==> src/rtl/wc_pkg.sv <==
// Shared definitions for the Winograd F(6,4) tile sequencer.
//   WC_TAPS  filter taps of the core
//   WC_M     results produced per tile
//   WC_TILE  input samples per tile (WC_M + WC_TAPS - 1)
//   WC_OVL   samples shared between consecutive tiles
//   wc_state_e  sequencer states
//   lane_lsb()  LSB position of lane idx in an MSB-first packed bus
package wc_pkg;

  localparam int WC_TAPS = 4;
  localparam int WC_M    = 6;
  localparam int WC_TILE = WC_M + WC_TAPS - 1;
  localparam int WC_OVL  = WC_TAPS - 1;

  typedef enum logic [1:0] {
    FILL  = 2'd0,
    WAIT  = 2'd1,
    DRAIN = 2'd2
  } wc_state_e;

  // Lane 0 occupies the most significant field of the bus.
  function automatic int lane_lsb(input int idx, input int n_lanes, input int width);
    return (n_lanes - 1 - idx) * width;
  endfunction

endpackage

==> src/rtl/wc_tile_seq.sv <==
// Stream-side driver/unloader for the 1-D Winograd F(6,4) core.
// Collects a serial sample stream into overlapping 9-sample tiles (stride 6,
// overlap 3), presents each tile on core_d_o, waits CORE_LAT cycles, captures
// the 6-lane core result and serialises it onto the output stream.
//
// Ports:
//   clk_i      clock, rising edge
//   rst_i      synchronous active-high reset
//   s_valid_i / s_ready_o / s_data_i / s_last_i   input sample stream
//   core_d_o   tile to core, sample 0 in the MSB field
//   core_z_i   core result, result 0 in the MSB field
//   m_valid_o / m_ready_i / m_data_o / m_last_o   output result stream
//   tile_cnt_o completed-tile counter (only with WC_TILE_CNT_EN defined)
//
// Build option: define WC_TILE_CNT_EN to add the tile_cnt_o port.
//
// state | meaning
// FILL  | accepting samples into the window
// WAIT  | window stable on core_d_o, waiting for the core latency
// DRAIN | emitting the 6 captured results
module wc_tile_seq
  import wc_pkg::*;
#(
  parameter int W        = 10,
  parameter int ZW       = 10,
  parameter int CORE_LAT = 6
) (
  input  logic                  clk_i,
  input  logic                  rst_i,
  input  logic                  s_valid_i,
  output logic                  s_ready_o,
  input  logic [W-1:0]          s_data_i,
  input  logic                  s_last_i,
  output logic [WC_TILE*W-1:0]  core_d_o,
  input  logic [WC_M*ZW-1:0]    core_z_i,
  output logic                  m_valid_o,
  input  logic                  m_ready_i,
  output logic [ZW-1:0]         m_data_o,
  output logic                  m_last_o
`ifdef WC_TILE_CNT_EN
  ,
  output logic [15:0]           tile_cnt_o
`endif
);

  localparam int            LW       = (CORE_LAT > 1) ? $clog2(CORE_LAT) : 1;
  localparam logic [LW-1:0] LAT_LAST = LW'(CORE_LAT - 1);
  localparam logic [3:0]    CNT_FULL = 4'(WC_TILE);
  localparam logic [3:0]    CNT_LAST = 4'(WC_TILE - 1);
  localparam logic [3:0]    CNT_OVL  = 4'(WC_OVL);
  localparam logic [2:0]    K_LAST   = 3'(WC_M - 1);

  wc_state_e     state_q, state_d;
  logic [W-1:0]  win_q [WC_TILE];
  logic [W-1:0]  win_d [WC_TILE];
  logic [ZW-1:0] res_q [WC_M];
  logic [ZW-1:0] res_d [WC_M];
  logic [3:0]    cnt_q, cnt_d;
  logic          last_pend_q, last_pend_d;
  logic [LW-1:0] lat_q, lat_d;
  logic [2:0]    k_q, k_d;
  logic [2:0]    k_nxt;
  logic          m_valid_q, m_valid_d;
  logic [ZW-1:0] m_data_q, m_data_d;
  logic          m_last_q, m_last_d;

  assign s_ready_o = (state_q == FILL) && !rst_i;
  assign m_valid_o = m_valid_q;
  assign m_data_o  = m_data_q;
  assign m_last_o  = m_last_q;
  assign k_nxt     = k_q + 3'd1;

  for (genvar gi = 0; gi < WC_TILE; gi++) begin : g_pack
    assign core_d_o[lane_lsb(gi, WC_TILE, W) +: W] = win_q[gi];
  end

  always_comb begin
    state_d     = state_q;
    cnt_d       = cnt_q;
    last_pend_d = last_pend_q;
    lat_d       = lat_q;
    k_d         = k_q;
    m_valid_d   = m_valid_q;
    m_data_d    = m_data_q;
    m_last_d    = m_last_q;
    for (int i = 0; i < WC_TILE; i++) win_d[i] = win_q[i];
    for (int j = 0; j < WC_M; j++) res_d[j] = res_q[j];

    case (state_q)
      FILL: begin
        if (s_valid_i) begin
          // Lanes above the current one are zero-padded when the stream ends early.
          for (int i = 0; i < WC_TILE; i++) begin
            if (4'(i) == cnt_q) begin
              win_d[i] = s_data_i;
            end else if (s_last_i && (4'(i) > cnt_q)) begin
              win_d[i] = '0;
            end
          end
          cnt_d = cnt_q + 4'd1;
          if (s_last_i) begin
            last_pend_d = 1'b1;
            cnt_d       = CNT_FULL;
            lat_d       = '0;
            state_d     = WAIT;
          end else if (cnt_q == CNT_LAST) begin
            lat_d   = '0;
            state_d = WAIT;
          end
        end
      end

      WAIT: begin
        if (lat_q == LAT_LAST) begin
          for (int j = 0; j < WC_M; j++) begin
            res_d[j] = core_z_i[lane_lsb(j, WC_M, ZW) +: ZW];
          end
          k_d     = '0;
          state_d = DRAIN;
        end else begin
          lat_d = lat_q + LW'(1);
        end
      end

      DRAIN: begin
        if (!m_valid_q) begin
          // First DRAIN cycle: load lane 0 into the output register.
          m_valid_d = 1'b1;
          m_data_d  = res_q[k_q];
          m_last_d  = last_pend_q && (k_q == K_LAST);
        end else if (m_ready_i) begin
          if (k_q == K_LAST) begin
            m_valid_d = 1'b0;
            m_last_d  = 1'b0;
            state_d   = FILL;
            if (last_pend_q) begin
              for (int i = 0; i < WC_TILE; i++) win_d[i] = '0;
              cnt_d       = '0;
              last_pend_d = 1'b0;
            end else begin
              for (int i = 0; i < WC_OVL; i++) win_d[i] = win_q[WC_TILE - WC_OVL + i];
              cnt_d = CNT_OVL;
            end
          end else begin
            k_d      = k_nxt;
            m_data_d = res_q[k_nxt];
            m_last_d = last_pend_q && (k_nxt == K_LAST);
          end
        end
      end

      default: state_d = FILL;
    endcase
  end

  always_ff @(posedge clk_i) begin
    if (rst_i) begin
      state_q     <= FILL;
      cnt_q       <= '0;
      last_pend_q <= 1'b0;
      lat_q       <= '0;
      k_q         <= '0;
      m_valid_q   <= 1'b0;
      m_data_q    <= '0;
      m_last_q    <= 1'b0;
      for (int i = 0; i < WC_TILE; i++) win_q[i] <= '0;
      for (int j = 0; j < WC_M; j++) res_q[j] <= '0;
    end else begin
      state_q     <= state_d;
      cnt_q       <= cnt_d;
      last_pend_q <= last_pend_d;
      lat_q       <= lat_d;
      k_q         <= k_d;
      m_valid_q   <= m_valid_d;
      m_data_q    <= m_data_d;
      m_last_q    <= m_last_d;
      for (int i = 0; i < WC_TILE; i++) win_q[i] <= win_d[i];
      for (int j = 0; j < WC_M; j++) res_q[j] <= res_d[j];
    end
  end

`ifdef WC_TILE_CNT_EN
  logic        tile_done;
  logic [15:0] tile_cnt_q;

  assign tile_done  = (state_q == DRAIN) && m_valid_q && m_ready_i && (k_q == K_LAST);
  assign tile_cnt_o = tile_cnt_q;

  // Survives stream boundaries; only reset clears it.
  always_ff @(posedge clk_i) begin
    if (rst_i) begin
      tile_cnt_q <= '0;
    end else if (tile_done) begin
      tile_cnt_q <= tile_cnt_q + 16'd1;
    end
  end
`endif

endmodule

==> config.mk <==
export PLATFORM = sky130hd
export DESIGN_NAME = wc_tile_seq
export DESIGN_NICKNAME = d
export VERILOG_FILES = /design/src/rtl/wc_pkg.sv /design/src/rtl/wc_tile_seq.sv
export SDC_FILE = /design/constraint.sdc
export NUM_CORES = 1
export LEC_CHECK = 0
export BUFFER_PORTS_ARGS = -buffer_cell sky130_fd_sc_hd__buf_2
export CAP_MARGIN = 20
export CELL_PAD_IN_SITES_DETAIL_PLACEMENT = 0
export CELL_PAD_IN_SITES_GLOBAL_PLACEMENT = 1
export CORE_ASPECT_RATIO = 0.5
export CORE_UTILIZATION = 30
export CTS_BUF_LIST = sky130_fd_sc_hd__clkbuf_2 sky130_fd_sc_hd__clkbuf_4 sky130_fd_sc_hd__clkbuf_8
export DETAILED_ROUTE_END_ITERATION = 10
export PLACE_DENSITY_LB_ADDON = 0.08
export SETUP_SLACK_MARGIN = 0.2
export SLEW_MARGIN = 40
export SYNTH_ARGS = -nofsm -noshare
export SYNTH_HDL_FRONTEND = slang
export SYNTH_SLANG_ARGS = --single-unit
==> constraint.sdc <==
create_clock -name clk_i -period 4.1 [get_ports clk_i]
set_input_delay 0.41 -clock clk_i [delete_from_list [all_inputs] [get_ports clk_i]]
set_output_delay 0.41 -clock clk_i [all_outputs]
set_load 0.01 [all_outputs]
# After elaboration in Yosys (flattened, before gate mapping)
# Memory sizes are Yosys's and may differ from the RTL's. A register that Yosys moved wholly into a read port is not among the register bits.
# Index checks and enable logic that the tools add are counted.
# word_totals
reg_bits	25
latch_bits	0
ram_bits	150
rom_bits	0
in_bits	75
output_inout_bits	103
n_memories	2
# memory_table
name	depth	word_bits	rd	rd_clocked_by_memory_dff	write_ports	line	text
win_q	9	10	9	0	9	wc_tile_seq.sv:54	logic [W-1:0] win_q [WC_TILE];
res_q	6	10	2	1	6	wc_tile_seq.sv:56	logic [ZW-1:0] res_q [WC_M];
# classes
n_addsub	3
n_mul	0
div_mod_pow	0
magnitude_cmp	9
eq_ne	27
n_shift	0
muxes	87
n_bitwise	15
reduce_logical	26
# op_table
op	n
two-way mux 10 bit	36
two-way mux 90 bit	4
two-way mux 60 bit	3
one-hot mux 90 bit (2 select lines)	1
two-way mux 3 bit	10
two-way mux 30 bit	1
inequality test 2 bit (second input constant)	11
two-way mux 4 bit	5
equality test 3 x 4 -> 1 bit (first input constant)	4
greater-than comparator 3 x 4 -> 1 bit (first input constant)	4
two-way mux 2 bit	8
bitwise OR 1 bit	15
two-way mux 1 bit	14
logical AND 1 bit	12
one-hot mux 3 bit (2 select lines)	2
AND reduction 6 bit	2
AND reduction 5 bit	2
equality test 3 bit (second input constant)	3
equality test 2 x 4 -> 1 bit (first input constant)	2
greater-than comparator 1 x 4 -> 1 bit (first input constant)	2
greater-than comparator 2 x 4 -> 1 bit (first input constant)	2
one-hot mux 4 bit (2 select lines)	1
adder 3 x 1 -> 3 bit (second input constant)	2
one-hot mux 2 bit (3 select lines)	1
other kinds (17)	20

# Depth between registers and ports, before layout
# logic_depth
word_depth	7
mapped_depth	8

# Worst setup path after synthesis
# No wires, ideal clock.
# synth_path
kind	input to register
startpoint	input port rst_i
endpoint	memory res_q[0][0], enable pin
setup_time_ps	428
arrival_ps	2854
slack_ps	818
stages	4
n_path_buf	3
path_cell_list	buf_2 -> clkbuf_1 -> clkbuf_1 -> nand2b_1
# synth_lines
element	line	text
start, declared	wc_tile_seq.sv:29	input logic rst_i,
end, declared	wc_tile_seq.sv:56	

==> summary.txt <==
Worst-case clock buffer depth = 2
Input/output buffers = 177
Fin util = 36.4%
Count of cell types in the netlist = 66
Post-route setup slack = 1.45 ns
Final Skew = 0.0113 ns
Drt wl/cell = 19.9 um
Layout cells sized above 1 = 34.1%
Cell count after synthesis = 781
Routed WL = 26,200 um
Initial antenna violation count = 1
Placed cell areas = 9820 sq um
Share of flip-flops with an asynchronous set or reset = 0%
Tot Pwr = 3.56 mW
Slowest cell delay on critical path = 0.75 ns
Initial core utilization = 30.8%
TritonCTS Buffers = 17
Unrepaired setup endpoints after global routing = false
Multiplexer area fraction after synthesis = 8.09%
Critical Path End Type = flip-flop
Largest family of logic cells by synthesized area = compound AO/OA/AOI/OAI gates
Final net count = 1,006
Dpl ws = 1.49 ns
Root Driver = clkbuf_8
Vias per inst = 5.06
PD cells = 349 nW/um^2
Critical Path AT = 3.08 ns
Core area = 28,000 sq um
Die width = 242 um
Die area = 29,500 sq um
GRT met3 Usage = 3.99%
Leakage power figure = 3.96 nW
Met2 Track Usage GR = 28.0%
Buf/Inv on CP = 1
Syn_nets = 865
H-tree depth = 4
# DRC = 0
Worst skew pair latency = 0.51 ns
Max Transition Viols Final = 0
Hold Worst Slack = 0.177 ns
Yosys reg bits = 178
Gr usage total = 17.7%
Peak Freq = 378 MHz
CTS tree = yes
Worst-Margin Slew = 0.819 ns
Yosys warns = 0
Tmin final = 2.65 ns
Post-Synth Adder-Cell Area = 1.30%
DRT iter0 DRCs = 324
CP cell instances = inv_1, ha_1, nand2_1, o31ai_4, o311a_1, mux2i_1
GP Congestion = 0.794
Max VDD drop = 0.221 mV
Crit share post-route = 64.6%
Grt ovf = 0
Number of synthesized flops with an enable pin = 60
Via count = 6,674
Worst Path Required = 4.53 ns
Layout Cell Area excl Fill = 10,200 sq um
Kind of critical path = flip-flop to flip-flop
Crit path max fanout = 15
Post-Layout Cell Count = 1,318
Crit start category = flip-flop
Cts hold-fix bufs = 0
Final Hold Vio Count = 0
Slew Limit Headroom = 45.1%
Main flop type after synthesis = dfxtp_1
Top Usage Layer GRT = met2
Post-CTS Setup Repair Bufs = 0
Router iterations before antenna repair = 5
Compound-Gate Fraction of Synth Area = 21.7%
DRT antenna net count = 0
# Max-Cap Violations = 0
Slowest stage cell, crit path = o31ai_4
Number of global-route vias before repair = 6,518
Flop-to-flop setup slack = 1.45 ns
Avg Inst Size Synth = 11.1 sq um
Area Overhead vs Synth = 18.0%
Post-CTS Resized = 0
Synth Area in Simple Gates = 15.0%
Boundary Pins = 178
Worst hold path type = input port to flip-flop
DIE HEIGHT = 122 um
Hpwl dp = 18,100 um
Reg clk slew, reported paths = 0.09 ns
Cell Rows = 43
Sinks on Clock Net = 178
GRT met1 Usage = 23.8%
Largest delay share family, worst path = compound AO/OA/AOI/OAI gates
Register area share after synthesis = 48.2%
Status = complete, no violations
Setup TNS = 0 ns
Setup Viol. Count Final = 0
Placed cells = 1,285
Post-synthesis xor/xnor area fraction = 0.289%
Synthesized area = 8650 sq um
Largest net degree at the start of global routing = 50
First-pass GRT wire length = 39,200 um
[power by group]
| group | total (mW) | internal [mW] | switching, mW |
|---|---|---|---|
| sequential | 1.92 | 1.88 | 0.0450 |
| combinational | 0.432 | 0.165 | 0.267 |
| clock | 1.21 | 0.502 | 0.707 |
[cell type report]
cell class	count	area, sq um
antenna	1	2.50
clock buffer	18	248
clock inverter	14	129
fill	2838	17800
inverter	28	105
multi-input combinational	505	4060
sequential	178	4170
tap	382	478
timing repair buffer	192	1020
[sequential cells by signal, summed over array words and instances, names as in the netlist, named ones only]
register,flops
last_pend_q,1
m_valid_o,1
res_q,60
k_q,3
win_q,90
m_data_o,10
lat_q,3
m_last_o,1
state_q,2
cnt_q,4
[routing by layer]
metal | vias to the layer above | part of all wire, %
met5 | - | 0
met4 | 0 | 2.0
met3 | 31 | 4.6
met2 | 167 | 46
met1 | 3266 | 48
li1 | 3210 | -
[cell usage after synthesis (4+ instances only)]
| library cell | number | share of area (%) |
|---|---|---|
| nor4bb_1 | 10 | 1.2 |
| mux2_2 | 21 | 2.7 |
| nand3_1 | 21 | 1.2 |
| inv_1 | 28 | 1.2 |
| a31oi_1 | 10 | 0.72 |
| a2111oi_1 | 6 | 0.69 |
| a221o_1 | 10 | 1.2 |
| mux4_2 | 9 | 2.3 |
| edfxtp_1 | 60 | 21 |
| a31o_2 | 10 | 1.0 |
| a22o_1 | 40 | 4.1 |
| a211oi_1 | 25 | 2.2 |
| a211oi_2 | 10 | 1.4 |
| o21ai_0 | 18 | 1.0 |
| buf_4 | 7 | 0.61 |
| a31oi_4 | 5 | 1.2 |
| nor2b_1 | 4 | 0.29 |
| a21o_1 | 4 | 0.35 |
| a21oi_1 | 34 | 2.0 |
| a311oi_2 | 8 | 1.4 |
| nor2_1 | 23 | 1.0 |
| o31ai_1 | 9 | 0.78 |
| mux2i_1 | 26 | 3.0 |
| dfxtp_1 | 118 | 27 |
| buf_2 | 15 | 0.87 |
| o2bb2ai_1 | 4 | 0.41 |
| nor3_1 | 14 | 0.81 |
| nand2b_1 | 11 | 0.80 |
| a21oi_2 | 8 | 0.81 |
| nand3b_1 | 11 | 0.96 |
| ha_1 | 9 | 1.3 |
| and2_1 | 70 | 5.1 |
| nand2_1 | 30 | 1.3 |
| clkbuf_1 | 40 | 1.7 |
[cell families (layout without fill, tap and decap cells)]
family          count (synthesis)  count (layout)
mux                            56              56
xor+xnor                        2               2
buf+inv                        98             252
simple gates                  215             215
compound gates                223             223
other cells                     0               1
flops                         178             178
fa+ha+maj                       9               9
[worst register-to-register path, stage by stage, from the launching register on]
cell and delay [ns]:
dfxtp_1 0.33, inv_1 0.08, ha_1 0.24, nand2_1 0.20, o31ai_4 0.76, o311a_1 0.72, mux2i_1 0.25
[cell usage in the layout (no fill, tap or decap), types with 4 or more instances in the layout]
master,synthesis,routed
edfxtp_1,60,60
mux2i_1,26,26
nor3_1,14,14
a311oi_2,8,8
o31ai_1,9,8
nor4bb_1,10,10
a221o_1,10,10
mux2_2,21,21
inv_1,28,28
ha_1,9,8
a2111oi_1,6,6
o2bb2ai_1,4,4
a211oi_1,25,25
a211oi_2,10,10
buf_4,7,15
a31oi_4,5,5
a31o_2,10,10
nand2_1,30,30
a22o_1,40,40
a21oi_1,34,34
o21ai_0,18,18
and2_1,70,70
nor2_1,23,22
buf_2,15,176
nand3b_1,11,11
nand2b_1,11,9
clkbuf_8,0,18
mux4_2,9,9
a21o_1,4,4
dfxtp_1,118,116
a21oi_2,8,8
nand3_1,21,21
a31oi_1,10,10
[worst paths after layout]
kind,startpoint,endpoint,cells past startpoint
setup / recovery,k_q[1]$_SDFFE_PP0P_,win_q[0][69]$_SDFFE_PP0P_,6
hold / removal,core_z_i[20],res_q[3][0]$_SDFFCE_PN0P_,2
setup reg to reg,k_q[1]$_SDFFE_PP0P_,win_q[0][69]$_SDFFE_PP0P_,6
hold reg to reg,win_q[0][25]$_SDFFE_PP0P_,win_q[0][25]$_SDFFE_PP0P_,2
(Power assumes the default switching activity.)
